`config.mk`:
```
export PLATFORM = sky130hd
export DESIGN_NAME = fifo_rd_sched
export DESIGN_NICKNAME = d
export VERILOG_FILES = /design/src/rtl/fifo_rd_sched.sv
export SDC_FILE = /design/constraint.sdc
export NUM_CORES = 1
export LEC_CHECK = 0
export ABC_AREA = 1
export CORE_UTILIZATION = 30
export CTS_CLUSTER_SIZE = 16
export DETAILED_ROUTE_END_ITERATION = 7
export PLACE_DENSITY_LB_ADDON = 0.3
export SLEW_MARGIN = 20
export SYNTH_ARGS = -nofsm -noshare
export SYNTH_HDL_FRONTEND = slang
export SYNTH_SLANG_ARGS = --single-unit
```
`constraint.sdc`:
```
create_clock -name rclk -period 3.1 [get_ports rclk]
set_input_delay 0.62 -clock rclk [delete_from_list [all_inputs] [get_ports rclk]]
set_output_delay 0.62 -clock rclk [all_outputs]
set_load 0.05 [all_outputs]
```
`src/rtl/fifo_rd_sched.sv`:
```
// Read-side scheduler: round-robin shares one show-ahead FIFO read port among NREQ consumers.
// Latency: grant registered one edge after a request is seen in IDLE; data and pop are combinational in BURST.
// Backpressure: owner's rd_ready gates the pop; stalled grants are revoked after TIMEOUT cycles.
//
// Ports:
//   rclk, rst          read-domain clock, asynchronous active-high reset
//   fifo_empty         FIFO empty flag (registered in the FIFO)
//   fifo_rdata         FIFO head word, valid while fifo_empty is low
//   fifo_rinc          pop strobe to the FIFO (combinational)
//   req, rd_ready      per-consumer request level and ready
//   gnt                registered one-hot grant
//   dout, dout_valid   shared data bus and per-consumer one-hot valid
module fifo_rd_sched #(
   parameter int NREQ       = 4,
   parameter int DATA_WIDTH = 8,
   parameter int MAX_BURST  = 4,
   parameter int TIMEOUT    = 15
) (
   input  logic                  rclk,
   input  logic                  rst,
   input  logic                  fifo_empty,
   input  logic [DATA_WIDTH-1:0] fifo_rdata,
   output logic                  fifo_rinc,
   input  logic [NREQ-1:0]       req,
   input  logic [NREQ-1:0]       rd_ready,
   output logic [NREQ-1:0]       gnt,
   output logic [DATA_WIDTH-1:0] dout,
   output logic [NREQ-1:0]       dout_valid
);

   localparam int             IW         = (NREQ > 1) ? $clog2(NREQ) : 1;
   localparam logic [IW-1:0]  LAST_IDX   = IW'(NREQ - 1);
   localparam logic [7:0]     BEAT_LAST  = 8'(MAX_BURST - 1);
   localparam logic [7:0]     STALL_LAST = 8'(TIMEOUT - 1);

   typedef enum logic {IDLE, BURST} state_t;

   state_t        state_q, state_d;
   logic [IW-1:0] owner_q, owner_d;
   logic [IW-1:0] lw_q, lw_d;
   logic [7:0]    beat_q, beat_d;
   logic [7:0]    stall_q, stall_d;

   logic          win_found;
   logic [IW-1:0] win_idx;
   logic [IW-1:0] scan;
   logic [NREQ-1:0] owner_oh;
   logic          in_burst;
   logic          pop;

   // Round-robin search starting just after the last winner, so the previous
   // owner is considered last.
   always_comb begin
      win_found = 1'b0;
      win_idx   = lw_q;
      scan      = lw_q;
      for (int i = 0; i < NREQ; i++) begin
         scan = (scan == LAST_IDX) ? '0 : scan + 1'b1;
         if (!win_found && req[scan]) begin
            win_found = 1'b1;
            win_idx   = scan;
         end
      end
   end

   always_comb begin
      owner_oh          = '0;
      owner_oh[owner_q] = 1'b1;
   end

   assign in_burst   = (state_q == BURST);
   assign pop        = in_burst & req[owner_q] & rd_ready[owner_q] & ~fifo_empty;
   assign fifo_rinc  = pop;
   assign gnt        = in_burst ? owner_oh : '0;
   assign dout_valid = gnt & {NREQ{~fifo_empty}};
   assign dout       = fifo_rdata;

   always_comb begin
      state_d = state_q;
      owner_d = owner_q;
      lw_d    = lw_q;
      beat_d  = beat_q;
      stall_d = stall_q;
      case (state_q)
         IDLE: begin
            if (win_found) begin
               owner_d = win_idx;
               lw_d    = win_idx;
               beat_d  = '0;
               stall_d = '0;
               state_d = BURST;
            end
         end
         BURST: begin
            if (!req[owner_q]) begin
               state_d = IDLE;
            end else if (pop) begin
               beat_d  = beat_q + 8'd1;
               stall_d = '0;
               if (beat_q == BEAT_LAST) state_d = IDLE;
            end else begin
               stall_d = stall_q + 8'd1;
               if (stall_q == STALL_LAST) state_d = IDLE;
            end
         end
         default: state_d = IDLE;
      endcase
   end

   always_ff @(posedge rclk or posedge rst) begin
      if (rst) begin
         state_q <= IDLE;
         owner_q <= '0;
         lw_q    <= LAST_IDX;
         beat_q  <= '0;
         stall_q <= '0;
      end else begin
         state_q <= state_d;
         owner_q <= owner_d;
         lw_q    <= lw_d;
         beat_q  <= beat_d;
         stall_q <= stall_d;
      end
   end

endmodule

```
==> impl_results.md, run 1 <==
- EDFF count, synth: 0
- Critical Path RT: roughly 2.5 ns
- Status: finished clean
- Worst IR Drop VDD: approximately 0.57 mV
- Postcts setup bufs: 0
- Slew headroom: about 46%
- Post-Place Cells: around 360
- Total power: around 1.9 mW
- Synth Register Bits: 21
- Final min period: about 2.8 ns
- Fin. max-slew vios: 0
- Post-Route WL: roughly 4000 um
- Layout area overhead: 12.31%
- Top sig layer: met4
- Vias per Instance: ~4.6
- First-pass GRT wire length: approximately 7200 um
- Die X: around 80 um
- Non-filler instance count after layout: 363
- Wire length on met1: about 2100 um
- Die ar.: 0.006487 mm2
- Register area share after synthesis: between 20 and 30%
- Final Skew: 0.001367 ns
- Drc violations: 0
- Core area: around 0.006 mm2
- Skew-Pair Late Insertion Delay: about 0.27 ns
- FILL cells: around 650
- Placement Rows: 28
- Hold_buf cts: 0
- Syn avg cell area: about 6.6 um2
- CTS tree: yes
- Clock Tree Buf Depth: 2
- Critical path, cell by cell: inv_2, nor3_1, clkdlybuf4s50_1
- Critical path class: register to primary output
- N_diodes: 0
- Post-Syn Nets: 302
- CTS buffer count: 3
- WL per Instance: 11.20 um
- Setup TNS: 0 ns
- Setup WS pre-CTS: about 0.37 ns
- GR Overflow Total: 0
- H-Tree Depth: 1
- Initial antenna violation count: 0
- Area taken by multi-input logic gates: between 0.001 and 0.0015 mm2
- Final Hold Viols: 0
- Setup ws final: 0.3180 ns
- Initial core utilization: about 31%
- Met2 wire len: 1753 um
- All-Layer GR Usage: roughly 14%
- CP Capture Type: primary output
- Vias in the first global route: 1582
- Post-route ant nets: 0
- DR vias: roughly 1700
- Post-synthesis async set-or-reset flop share: 100.0%
- Clock transition at the registers of the reported paths: approximately 0.080 ns
- Post-Syn Instances: about 280
- Pwr dens: just over 900 mW/mm2
- DIE HEIGHT: just over 80 um
- Worst-Margin Slew: just over 0.8 ns
- LEAKAGE: ~1.1 nW
- Hold Crit Class: register to register
- Clk sinks: 21
- Unique masters post-synth: 30
- Met3 routed WL: about 160 um
- # port buffers: 19
- CP arrival: 2.16 ns
- Yosys warning count: 0
- RSZ-0062 raised after global routing: false
- Ports: 36
- Util after Layout: roughly a third
- Final-report setup violation count: 0
- Max-cap check violation count: 0
- Nets: 312
- Synth Cell Area: between 0.0015 and 0.002 mm2
- Max incr delay on CP: slightly above 0.8 ns
- Crit share post-route: 89.74%
- Layout cell share with drive strength beyond 1: roughly 14%
- Largest net degree at the start of global routing: 23
- Fmax: around 360 MHz
- Root Buffer: clkbuf_8
- Main synth FF type: dfrtp_1
- Startpoint Class: register
- DP HPWL: 2931 um
- CTS resizes: 0
- Critical path peak fanout: 22
- Reg area: between 500 and 600 um2
- Slowest-stage cell, CP: clkdlybuf4s50_1
- Placer Congestion: between 0.8 and 0.9
- Iteration-0 DRC Markers: 73
- DRT Pass-1 Iters: 4
## where the power goes
group          internal, mW  switching, mW
registers             0.343          0.101
logic                 0.401          0.887
clock network        0.0898         0.0968
## cell usage after synthesis (6+ instances only)
| master | n | area share [%] |
|---|---|---|
| buf_4 | 11 | 4.5 |
| dfrtp_1 | 19 | 26 |
| inv_1 | 29 | 5.9 |
| nand2_1 | 89 | 18 |
| nand2_2 | 13 | 4.4 |
| nand3_1 | 35 | 9.5 |
| nor2_1 | 21 | 4.3 |
| nor3_1 | 6 | 1.6 |
| xor2_1 | 6 | 2.8 |
## state kept, by name (all words and copies together) (netlist names)
signal	count
lw_q	2
stall_q	8
beat_q	8
in_burst	1
owner_q	2
## layer usage
layer,GRT usage [%],up-vias
li1,-,891
met1,18.37,740
met2,23.56,25
met3,2.500,5
met4,2.500,0
met5,0,-
## critical path, delay by kind of cell (launching register included)
family / cells / cell delay (ns)
flip-flops: 1 / 0.56
buffers and inverters: 2 / 1.09
AND/OR/NAND/NOR: 1 / 0.24
## placed cells by master, fill, tap and decap left out, types with 3 or more instances in the layout
master / n
dfrtp_1: 19
buf_4: 4
nor3_1: 6
clkdlybuf4s50_1: 15
xor2_1: 6
nand3_2: 4
nor4_1: 3
nand2_1: 89
ha_1: 4
nand3_1: 35
clkbuf_8: 3
inv_1: 29
nand2_4: 4
o21ai_0: 4
a21oi_1: 3
nand2_2: 13
inv_2: 4
nand4_1: 4
nor2_1: 21
## through the flow
step | instance area (um2) | hold slack (ns)
floorplan | 1851 | 0.4419
global placement | 2032 | 0.4581
CTS | 2078 | 0.4817
global route | 2078 | 0.5268
detailed placement | 2032 | 0.4690
finish | 2078 | 0.4770
## final timing paths
check	from	endpoint	slack, ns	depth (start not counted)
worst max-delay path	in_burst$_DFF_PP0_	dout_valid[2]	0.32	3
worst min-delay path	lw_q[1]$_DFFE_PP1P_	lw_q[1]$_DFFE_PP1P_	0.48	2
worst max register to register	lw_q[0]$_DFFE_PP1P_	beat_q[4]$_DFFE_PP0P_	0.80	12
worst min register to register	lw_q[1]$_DFFE_PP1P_	lw_q[1]$_DFFE_PP1P_	0.48	2
max in group asynchronous	rst	stall_q[6]$_DFFE_PP0P_	1.80	2
min in group asynchronous	rst	beat_q[1]$_DFFE_PP0P_	0.80	2
## layout make-up
class,count,share of cell area (%)
Clock buffer,3,1.987
Clock inverter,1,0.2408
Multi-Input combinational cell,208,51.66
Timing Repair Buffer,20,9.633
Inverter,35,6.562
Sequential cell,21,25.41
Tap cell,75,4.515
## cells by family after synthesis
| kind of cell | count (synthesis) | synth area share (%) |
|---|---|---|
| adder cells (fa/ha/maj) | 4 | 2.705 |
| flip-flops | 21 | 28.53 |
| AND/OR/NAND/NOR | 184 | 47.87 |
| AO/OA/AOI/OAI | 13 | 4.124 |
| buffers and inverters | 50 | 13.45 |
| XOR/XNOR | 7 | 3.313 |
Note: power is estimated with default switching activity, not from simulation.
==> run 2, diff against run 1 <==
--- a/config.mk
+++ b/config.mk
@@ -10,6 +10,7 @@
 export CTS_CLUSTER_SIZE = 16
 export DETAILED_ROUTE_END_ITERATION = 7
 export PLACE_DENSITY_LB_ADDON = 0.3
+export REMOVE_ABC_BUFFERS = 1
 export SLEW_MARGIN = 20
 export SYNTH_ARGS = -nofsm -noshare
 export SYNTH_HDL_FRONTEND = slang
==> run 2 against run 1 <==
Compared with the run above:
- design area grew 0.24%
- sequential share of layout area is 0.061 points lower
- sequential power barely moved
- hold slack improved by 0.0026 ns
- non-clock buffer count is 1 higher
- clock skew up 0.00072 ns
- first-iteration DRC count shrank 5.5%
- flip-flop and latch count unchanged
- critical endpoint is now fifo_rinc
- largest power group unchanged
==> impl_results.md, run 2 (synthesis results as in run 1) <==
- Status: finished clean
- CP Capture Type: primary output
- Max-cap check violation count: 0
- FILL cells: roughly 650
- Worst Hold End: beat_q[7]$_DFFE_PP0P_
- Critical path peak fanout: 4
- Slew headroom: 45.54%
- Register-to-Register Path Depth: 12
- RSZ-0062 raised after global routing: false
- CTS tree: yes
- Hold Crit Class: register to register
- Final min period: approximately 2.6 ns
- Clk sinks: 21
- Largest net degree at the start of global routing: 22
- CP arrival: approximately 2.0 ns
- DIE HEIGHT: 80.54 um
- Most common cell after layout, fill and taps aside: nand2_1
- H-Tree Depth: 1
- CTS resizes: 0
- Most frequent cells in the layout: 89 x nand2_1, 35 x nand3_1, 29 x inv_1
- WL per Instance: around 12 um
- Root Buffer: clkbuf_8
- Initial core utilization: between 30% and 40%
- Critical Path RT: between 2 and 2.5 ns
- LEAKAGE: 1.082 nW
- Die X: about 80 um
- Worst r2r src: lw_q[0]$_DFFE_PP1P_
- Largest registers: beat_q x8, stall_q x8
- Iteration-0 DRC Markers: 69
- Clock transition at the registers of the reported paths: about 0.080 ns
- Hold_buf cts: 0
- Final Hold Viols: 0
- Layout area overhead: 12.58%
- R2R setup slack: between 0.8 and 0.9 ns
- Vias in the first global route: about 1600
- Pwr dens: around 930 mW/mm2
- N_diodes: 0
- Ports: 36
- WHS Path Cells: 2
- Final-report setup violation count: 0
- Setup TNS: 0 ns
- Drc violations: 0
- Core area: a little under 0.006 mm2
- All-Layer GR Usage: approximately 14%
- # port buffers: 19
- Worst-Margin Slew: between 0.8 and 0.9 ns
- Clock Tree Buf Depth: 2
- Nets: roughly 310
- Critical path class: input pin to primary output
- Worst IR Drop VDD: between 0.3 and 0.4 mV
- Final Skew: 0.002090 ns
- Postcts setup bufs: 0
- DRT Pass-1 Iters: 4
- Placement Rows: 28
- Vias per Instance: around 4.7
- Fin. max-slew vios: 0
- Skew-Pair Late Insertion Delay: ~0.26 ns
- CTS buffer count: 3
- GR Overflow Total: 0
- Hold wc startpoint: beat_q[7]$_DFFE_PP0P_
- Worst reg2reg endpoint: beat_q[5]$_DFFE_PP0P_
- DP HPWL: roughly 3000 um
- Layout cell share with drive strength beyond 1: between 10% and 20%
- Post-Route WL: 4229 um
- DR vias: between 1500 and 2000
- Hold WS: between 0.4 and 0.5 ns
- Die ar.: about 0.0065 mm2
- Fmax: 378.8 MHz
- Startpoint Class: input pin
- Placer Congestion: between 0.8 and 0.9
- Initial antenna violation count: 0
- First-pass GRT wire length: between 7000 and 8000 um
- Post-route ant nets: 0
- Crit share post-route: between 80% and 90%
## run 2: final cells by class
type | instances | area [um2] | area share, %
clock inverter | 1 | 5.005 | 0.2402
timing repair buffer | 21 | 205.2 | 9.850
inverter | 35 | 136.4 | 6.547
tap | 75 | 93.84 | 4.505
clock buffer | 3 | 41.29 | 1.982
sequential | 21 | 528.0 | 25.35
multi-input combinational | 208 | 1074 | 51.53
## run 2: metrics by stage
step / power, mW / instances / worst slack, ns / cell area [um2] / utilization, %
floorplan: 1.428 / 264 / 0.3067 / 1738 / -
global placement: 1.757 / 360 / 0.4509 / 2037 / 34.40
detailed placement: 1.766 / 360 / 0.4632 / 2037 / 34.40
CTS: 1.954 / 364 / 0.4468 / 2083 / 35.19
global route: 2.108 / 364 / 0.3585 / 2083 / 35.19
finish: 1.930 / 364 / 0.4599 / 2083 / 35.19
## run 2: layer usage
| metal | wire length [um] | part of all wire (%) | global-route usage (%) | vias up |
|---|---|---|---|---|
| li1 | - | - | - | 893 |
| met1 | 2113 | 50 | 18.55 | 772 |
| met2 | 1934 | 46 | 23.81 | 32 |
| met3 | 138 | 3.3 | 2.386 | 4 |
| met4 | 43 | 1.0 | 4.286 | 0 |
| met5 | 0 | 0 | 0 | - |
## run 2: where the power goes
group,internal [mW],switching [mW],total (mW)
Sequential,0.343,0.102,0.446
Combinational,0.410,0.894,1.30
Clock,0.0895,0.0921,0.182
## run 2: how the worst max path moves through the flow
stage / startpoint / to / slack, ns / depth (start not counted)
global placement: req[0] / fifo_rinc / 0.45 / 8
global route: req[0] / fifo_rinc / 0.36 / 8
CTS: req[0] / fifo_rinc / 0.45 / 8
finish: req[0] / fifo_rinc / 0.46 / 8
floorplan: fifo_empty / dout_valid[1] / 0.31 / 1
detailed placement: req[0] / fifo_rinc / 0.46 / 8
## run 2: worst max-delay path, cell delays in order
cell and delay, ns:
clkdlybuf4s50_1 0.51, inv_1 0.08, o21ai_0 0.21, a21oi_2 0.11
nor2_4 0.14, nand2_2 0.07, inv_1 0.13, buf_12 0.15
==> run 3, diff against run 2 <==
--- a/config.mk
+++ b/config.mk
@@ -6,9 +6,12 @@
 export NUM_CORES = 1
 export LEC_CHECK = 0
 export ABC_AREA = 1
+export CORE_MARGIN = 10
 export CORE_UTILIZATION = 30
+export CTS_BUF_LIST = sky130_fd_sc_hd__clkbuf_8 sky130_fd_sc_hd__clkbuf_16
 export CTS_CLUSTER_SIZE = 16
 export DETAILED_ROUTE_END_ITERATION = 7
+export GPL_TIMING_DRIVEN = 0
 export PLACE_DENSITY_LB_ADDON = 0.3
 export REMOVE_ABC_BUFFERS = 1
 export SLEW_MARGIN = 20
==> run 3 against run 2 <==
Compared with the run above:
- clock skew hardly changed
- largest cell class unchanged
- total power is 1.8% lower
- clock power hardly changed
- sequential share of layout area is 0.26 points higher
- die area is 50% higher
- first-iteration DRC count is 23% higher
- hold slack worse by 0.0055 ns
- clock-buffer cell count stayed put
- highest routed layer unchanged
- sequential power is 1% lower
- register-to-register slack hardly changed
- global-route usage is 5.6 points lower
==> impl_results.md, run 3 (synthesis results as in run 1) <==
- Status: finished clean
- Root Buffer: clkbuf_8
- DRT Pass-1 Iters: 4
- Clock share of power: roughly a tenth
- Nets: between 300 and 400
- DR vias: 1699
- Clk sinks: 21
- Ports: 36
- Skew-Pair Late Insertion Delay: roughly 0.26 ns
- H-Tree Depth: 1
- First-pass GRT wire length: 7369 um
- Total power: 1.896 mW
- Max-cap check violation count: 0
- LEAKAGE: 1.064 nW
- RSZ-0062 raised after global routing: false
- Critical Path RT: around 2.5 ns
- All-Layer GR Usage: under 10%
- Hold_buf cts: 0
- Placed Area: 0.002022 mm2
- CP arrival: ~2.3 ns
- CP Capture Type: primary output
- Combinational share of power: approximately two thirds
- Initial core utilization: 31.07%
- Seq pwr share: a little under a quarter
- Largest registers: beat_q x8, stall_q x8
- Worst-Margin Slew: ~0.83 ns
- Slowest-stage cell, CP: clkdlybuf4s50_1
- Post-Route WL: between 4000 and 5000 um
- Initial antenna violation count: 0
- Layout cell share with drive strength beyond 1: between 10% and 20%
- Hold Crit Class: register to register
- Final-report setup violation count: 0
- Final Skew: roughly 0.0022 ns
- Post-route ant nets: 0
- Layout area overhead: 11.43%
- Max incr delay on CP: roughly 0.52 ns
- Pwr dens: 919.7 mW/mm2
- Vias per Instance: about 4.7
- DP HPWL: 3153 um
- Crit share post-route: a little over nine tenths
- Iteration-0 DRC Markers: 85
- Critical path class: input pin to primary output
- Core area: between 0.005 and 0.006 mm2
- Final min period: approximately 3 ns
- Clock transition at the registers of the reported paths: 0.08 ns
- Vias in the first global route: 1560
- Placement Rows: 28
- Die X: slightly below 100 um
- Largest net degree at the start of global routing: 23
- Cell mode on critical path: inv_1
- Critical path peak fanout: 10
- Post-route cell area: just over 0.002 mm2
- Die ar.: 0.009710 mm2
- Most frequent cells in the layout: 89 x nand2_1, 35 x nand3_1, 30 x inv_1
- CTS tree: yes
- Fin. max-slew vios: 0
- Critical path, cell by cell: clkdlybuf4s50_1, inv_1, o21ai_0, a21oi_2, nor2_4, nand2_2, inv_1, buf_2
- GR Overflow Total: 0
- Worst IR Drop VDD: approximately 0.37 mV
- Critical path buffers and inverters: 4
- Most common cell after layout, fill and taps aside: nand2_1
- WL per Instance: roughly 12 um
- Slew headroom: 44.39%
- Startpoint Class: input pin
- Switching share of power: between 50 and 60%
- Crit-path leading delay family: buffers and inverters
- Int Power: roughly 0.82 mW
- Drc violations: 0
- Final Hold Viols: 0
- # port buffers: 19
- N_diodes: 0
- Fmax: between 300 and 400 MHz
- Switching power: about 1.1 mW
- CTS buffer count: 3
- Clock Tree Buf Depth: 2
- Placer Congestion: just over 0.8
- DIE HEIGHT: a little under 100 um
[run 3: cell type report]
cell class	count	area [um2]
fillers	652	3894
multi-input cells	208	1074
flip-flops and latches	21	528.0
repair buffers	19	185.2
inverters	35	136.4
well taps	75	93.84
clock buffers	3	41.29
clock inverters	1	3.754
[run 3: worst min-delay path, stage by stage (launching register included)]
cell	delay, ns
dfstp_2	0.38
nand2_1	0.05
nand2_1	0.05
[run 3: repair_timing]
| action | CTS | global route |
|---|---|---|
| buffers inserted | 0 | 0 |
| resized for setup | 3 | 2 |
| endpoints found under the setup margin | 1 | 1 |
| pin swaps | 0 | 0 |
[run 3: final timing paths]
check                                          from                      to  slack, ns  cells past startpoint
worst min register to register  lw_q[1]$_DFFE_PP1P_     lw_q[1]$_DFFE_PP1P_       0.47                      2
worst max-delay path                         req[0]               fifo_rinc       0.18                      8
max in group asynchronous                       rst   beat_q[4]$_DFFE_PP0P_       1.76                      2
worst max register to register  lw_q[0]$_DFFE_PP1P_   beat_q[0]$_DFFE_PP0P_       0.82                     12
min in group asynchronous                       rst  stall_q[5]$_DFFE_PP0P_       0.82                      2
worst min-delay path            lw_q[1]$_DFFE_PP1P_     lw_q[1]$_DFFE_PP1P_       0.47                      2
[run 3: through the flow]
step,cells,hold WS (ns),setup TNS (ns),utilization [%],worst slack (ns)
after detailed placement,358,0.4634,-0.3872,33.95,-0.3872
final,362,0.4741,0,34.62,0.1804
after global routing,362,0.5024,0,34.62,0.02384
after floorplan,264,0.4419,0,-,0.3067
after CTS,362,0.4779,0,34.73,0.03301
after global placement,358,0.4573,-0.3840,33.95,-0.3840
[run 3: power groups by stage]
stage | logic, mW | clock network (mW) | registers [mW]
after detailed placement | 1.29 | 0 | 0.446
after floorplan | 1.01 | 0 | 0.423
after CTS | 1.29 | 0.187 | 0.442
after global routing | 1.43 | 0.201 | 0.453
final | 1.28 | 0.180 | 0.440
after global placement | 1.29 | 0 | 0.447
[run 3: per-layer routing]
metal / up-vias / track usage [%] / wire (um)
li1: 891 / - / -
met1: 769 / 11.36 / 2159
met2: 37 / 13.82 / 1918
met3: 2 / 2.444 / 178
met4: 0 / 1.764 / 26
met5: - / 0 / 0
==> patch 1, RTL diff (config.mk and constraints of run 3) <==
Compare `beat_q` against `BEAT_LAST` with >= in place of ==.
--- a/src/rtl/fifo_rd_sched.sv
+++ b/src/rtl/fifo_rd_sched.sv
@@ -97,7 +97,7 @@
             end else if (pop) begin
                beat_d  = beat_q + 8'd1;
                stall_d = '0;
-               if (beat_q == BEAT_LAST) state_d = IDLE;
+               if (beat_q >= BEAT_LAST) state_d = IDLE;
             end else begin
                stall_d = stall_q + 8'd1;
                if (stall_q == STALL_LAST) state_d = IDLE;
Function: no difference found for any inputs over 10 cycles, from zero or initial values and one cycle with rst high; that may be too few to reach the edited logic, so the function may still have changed.
==> patch 1 against run 3 <==
- clock skew grew 1.8 ps
- synthesized area decreased by 7.8%
- register-to-register slack worse by 320 ps
- routed wire length shrank 8.8%
- sequential cell count unchanged
- total power decreased by 1.3%
- design area fell by 6.6%
- first-iteration DRC count down 5.9%
- setup slack gained 34 ps
- sequential share of layout area up 1.8 points
- cell count fell by 3.3%
- synthesized cell count shrank 3.2%
- largest cell class unchanged
==> patch 1: results (changes against run 3) <==
[run_status]
status=complete, no violations

[route]
drt_iter0_drc=80  ; -5.9%
avgRoutedWirePerCell_um=11.16  ; -5.7%
vias=1616  ; -4.9%
drc=0  ; unchanged
dr.pass1.iters=4  ; unchanged

[pwr]
static-leakage-power_uw=0.001018  ; -4.4%
switching_share_pct=56.28  ; -0.25 points
vdd.ir_drop.worst_mv=0.4367  ; +19%

[finish]
fin_cells=350  ; -3.3%
layout.nets=302  ; -2.9%
drive_gt1_share_pct=6.115  ; -6.4 points
top_regs=beat_q (8), stall_q (8)
antennaDiodeCount=0  ; unchanged

[grt]
antenna_found_initial=0  ; unchanged
grt.total_usage_pct=8.614  ; -0.056 points
grt_pass1_wl_mm=6.651  ; -9.7%
grt_pass1_vias=1535  ; -1.6%
grt_max_degree=22  ; -4.3%

[synthesis]
yosys_warnings=0  ; unchanged
synthDistinctLibCells=27  ; -10%
synth_top_area_share_pct=27.86  ; +2.2 points
synth.avg_cell_area_um2=6.321  ; -4.7%
synth.area.top_cells=dfrtp_1 28%, nand2_1 20%, nand3_1 9.7%
async_flop_share_pct=100.0  ; unchanged
synth_common_cells=92 x nand2_1, 33 x nand3_1, 29 x inv_1, 26 x nor2_1, 19 x dfrtp_1
synth_ff_type=dfrtp_1
yosysSeqAreaShare_pct=30.94  ; +2.4 points

[hold_path]
hold_class=flop to flop

[clock_network]
htreeDepth=1  ; unchanged
clk_latency_ps=260  ; about the same
clock_tree.root_cell=clkbuf_8
clkSlewWorstSetupHoldPaths_ps=80  ; about the same
numCtsBuffers=3  ; unchanged
clk_path_buf_depth=2  ; unchanged

[sta]
tns_ps=0  ; unchanged
final.setup_skew_ps=3.939  ; +1.775 ps
setup_violations=0  ; unchanged
maxSlewHeadroom_pct=44.77  ; +0.37 points

[setup_path]
crit_fanout=20  ; +10
crit_slowest_cell=clkdlybuf4s50_1
crit_path_max_incr_delay_ps=840  ; +320 ps
arrival_ps=2270  ; -30 ps

[place]
dp_hpwl_mm=2.884  ; -8.6%
portBuffers=19  ; unchanged
gp_congestion=0.7972  ; -1.4%

==> patch 1: changes by cell type after synthesis, sizes merged, moves of 3 or more <==
| cell | change |
|---|---|
| nand2 | -7 |
| nand3 | -6 |
| o21ai | +6 |
| inv | -4 |
| nor2 | +4 |
| nand4 | -3 |
==> patch 1: worst paths after layout <==
kind                                 from             to  slack (ps)  cells past startpoint
worst max register to register    lw_q[0]      beat_q[1]         500                     13
worst min register to register  beat_q[7]      beat_q[7]         480                      2
max in group asynchronous             rst     stall_q[3]        1760                      2
min in group asynchronous             rst      beat_q[5]         820                      2
worst min-delay path            beat_q[7]      beat_q[7]         480                      2
worst max-delay path             in_burst  dout_valid[2]         210                      3
==> patch 1: timing repair <==
action	in CTS	in global routing
hold buffers	0	0
resized for setup	2	1
endpoints found under the setup margin	1	1
setup buffers	0	0
==> patch 1: layout make-up <==
| class | count | area [um2] |
|---|---|---|
| clock buffers | 3 | 41.29 |
| repair buffers | 19 | 185.2 |
| well taps | 72 | 90.09 |
| fillers | 611 | 3580 |
| inverters | 30 | 112.6 |
| clock inverters | 1 | 3.754 |
| multi-input cells | 204 | 965.9 |
| flip-flops and latches | 21 | 528.0 |
==> patch 1: worst max-delay path, delay by kind of cell, from the launching register on <==
| family | cells | cell delay, ps |
|---|---|---|
| and+or+nand+nor | 1 | 280 |
| buffers and inverters | 2 | 1220 |
| DFF | 1 | 500 |
==> patch 1: cells by family after synthesis <==
group	synth area share (%)
buf+inv	12.46
xor+xnor	3.079
fa+ha+maj	2.933
flops	30.94
compound gates	5.938
simple gates	44.65
==> patch 1: through the flow <==
step           worst slack (ps)  hold slack, ps  instance area [um2]
6_report                  214.3           476.6                 1927
5_1_grt                   71.97           501.8                 1927
4_1_cts                   8.331           479.5                 1932
3_5_place_dp             -283.6           459.8                 1887
3_3_place_gp             -276.7           456.7                 1887
2_1_floorplan             679.9           441.9                 1607
==> patch 1: metal layers <==
layer,up-vias,GRT usage [%],routed length [um]
met5,-,0,0
met1,710,10.71,1885
met4,0,1.474,27
met2,44,14.60,1724
li1,860,-,-
met3,2,2.514,266
==> patch 1: power by group through the flow <==
| stage | combinational, uW | clock [uW] | sequential [uW] |
|---|---|---|---|
| after floorplan | 969 | 0 | 428 |
| after global placement | 1240 | 0 | 455 |
| after detailed placement | 1250 | 0 | 457 |
| after CTS | 1250 | 189 | 451 |
| after global routing | 1410 | 198 | 463 |
| final | 1240 | 184 | 450 |
==> patch 2, RTL diff (flow settings as in run 3) <==
Made on the original files. Change the parameter `NREQ` from 4 to 2.
--- a/src/rtl/fifo_rd_sched.sv
+++ b/src/rtl/fifo_rd_sched.sv
@@ -11,7 +11,7 @@
 //   gnt                registered one-hot grant
 //   dout, dout_valid   shared data bus and per-consumer one-hot valid
 module fifo_rd_sched #(
-   parameter int NREQ       = 4,
+   parameter int NREQ       = 2,
    parameter int DATA_WIDTH = 8,
    parameter int MAX_BURST  = 4,
    parameter int TIMEOUT    = 15
Ports: changed (resized dout_valid, gnt, rd_ready and req); port bits go from 36 to 28. The function was not compared with the original's and may differ.
==> patch 2 against run 3 <==
- synthesized area shrank 31%
- sequential cell count shrank 2
- count of clock-buffer cells in the layout is the same
- total power shrank 46%
- routed wire length shrank 42%
- setup slack lost 23 ps
- non-clock buffer count shrank 8
- design area shrank 32%
- sequential share of layout area grew 8.3 points
- register-to-register slack gained 820 ps
- die area shrank 25%
- critical path type unchanged
- hold slack gained 28 ps
- core utilization is essentially flat
==> patch 2: results (changes against run 3) <==
[run_status]
status=complete, no violations

[pwr]
vdd.ir_drop.worst_mv=0.3659  ; -0.36%
static-leakage-power_uw=0.0007275  ; -32%
finalPower_uw=1020  ; -46%
power_switching_uw=479.7  ; -55%

[synthesis]
synthDistinctLibCells=24  ; -20%
synth.avg_cell_area_um2=7.442  ; +12%
synth_fa_ha_area_share_pct=2.933  ; +0.23 points
synth-seq-cells=19  ; -9.5%
synth_common_cells=47 x nand2_1, 21 x inv_1, 20 x nand3_1, 20 x nor2_1, 18 x dfrtp_1
yosysSeqAreaShare_pct=37.24  ; +8.7 points

[sta]
fmax_ghz=0.3399  ; -0.77%

[hold_path]
hold_end=lw_q

[finish]
fillers=429  ; -34%
multi_input_area_um2=626.9  ; -42%
multi_input_comb_cells=119  ; -43%
seq_share_pct=33.90  ; +8.3 points
clock_area_share_pct=3.203  ; +1.0 points

[place]
placed_area_um2=1363  ; -33%
gp_congestion=0.7947  ; -1.8%
pre_cts_slack_ps=-132.0  ; +255.2 ps

[setup_path]
regToRegSetupSlack_ps=1640  ; +820 ps
r2r-end=stall_q[4]
rr_startpoint=in_burst

[route]
dr_wl_met2_mm=1.125  ; -41%
wl_met1_mm=1.207  ; -44%
route.met3.wl_um=129  ; -28%

[grt]
use_met2_pct=11.38  ; -2.4 points
grt_pass1_wl_mm=4.381  ; -41%
met3_usage_pct=3.537  ; +1.1 points

[floorplan]
taps=50  ; -33%

==> patch 2: changes by cell type in the layout (fill, tap and decap cells not counted), sizes merged, moves of 3 or more <==
cell,run 3,this run
nand2,107,50
nand3,39,21
nor3,6,3
clkdlybuf4s50,18,10
nor4,3,0
xor2,6,1
inv,35,24
==> patch 2: power by group through the flow <==
stage | registers, uW | logic (uW) | clock network, uW
4_1_cts | 368 | 488 | 182
2_1_floorplan | 359 | 370 | 0
3_5_place_dp | 373 | 489 | 0
5_1_grt | 378 | 532 | 190
6_report | 369 | 479 | 172
3_3_place_gp | 375 | 488 | 0
==> patch 2: how the worst max path moves through the flow <==
stage	from	endpoint	slack, ps
3_3_place_gp	req[1]	fifo_rinc	-130
6_report	req[1]	fifo_rinc	160
2_1_floorplan	fifo_empty	dout_valid[0]	780
4_1_cts	req[1]	fifo_rinc	140
3_5_place_dp	req[1]	fifo_rinc	-130
5_1_grt	req[1]	fifo_rinc	60
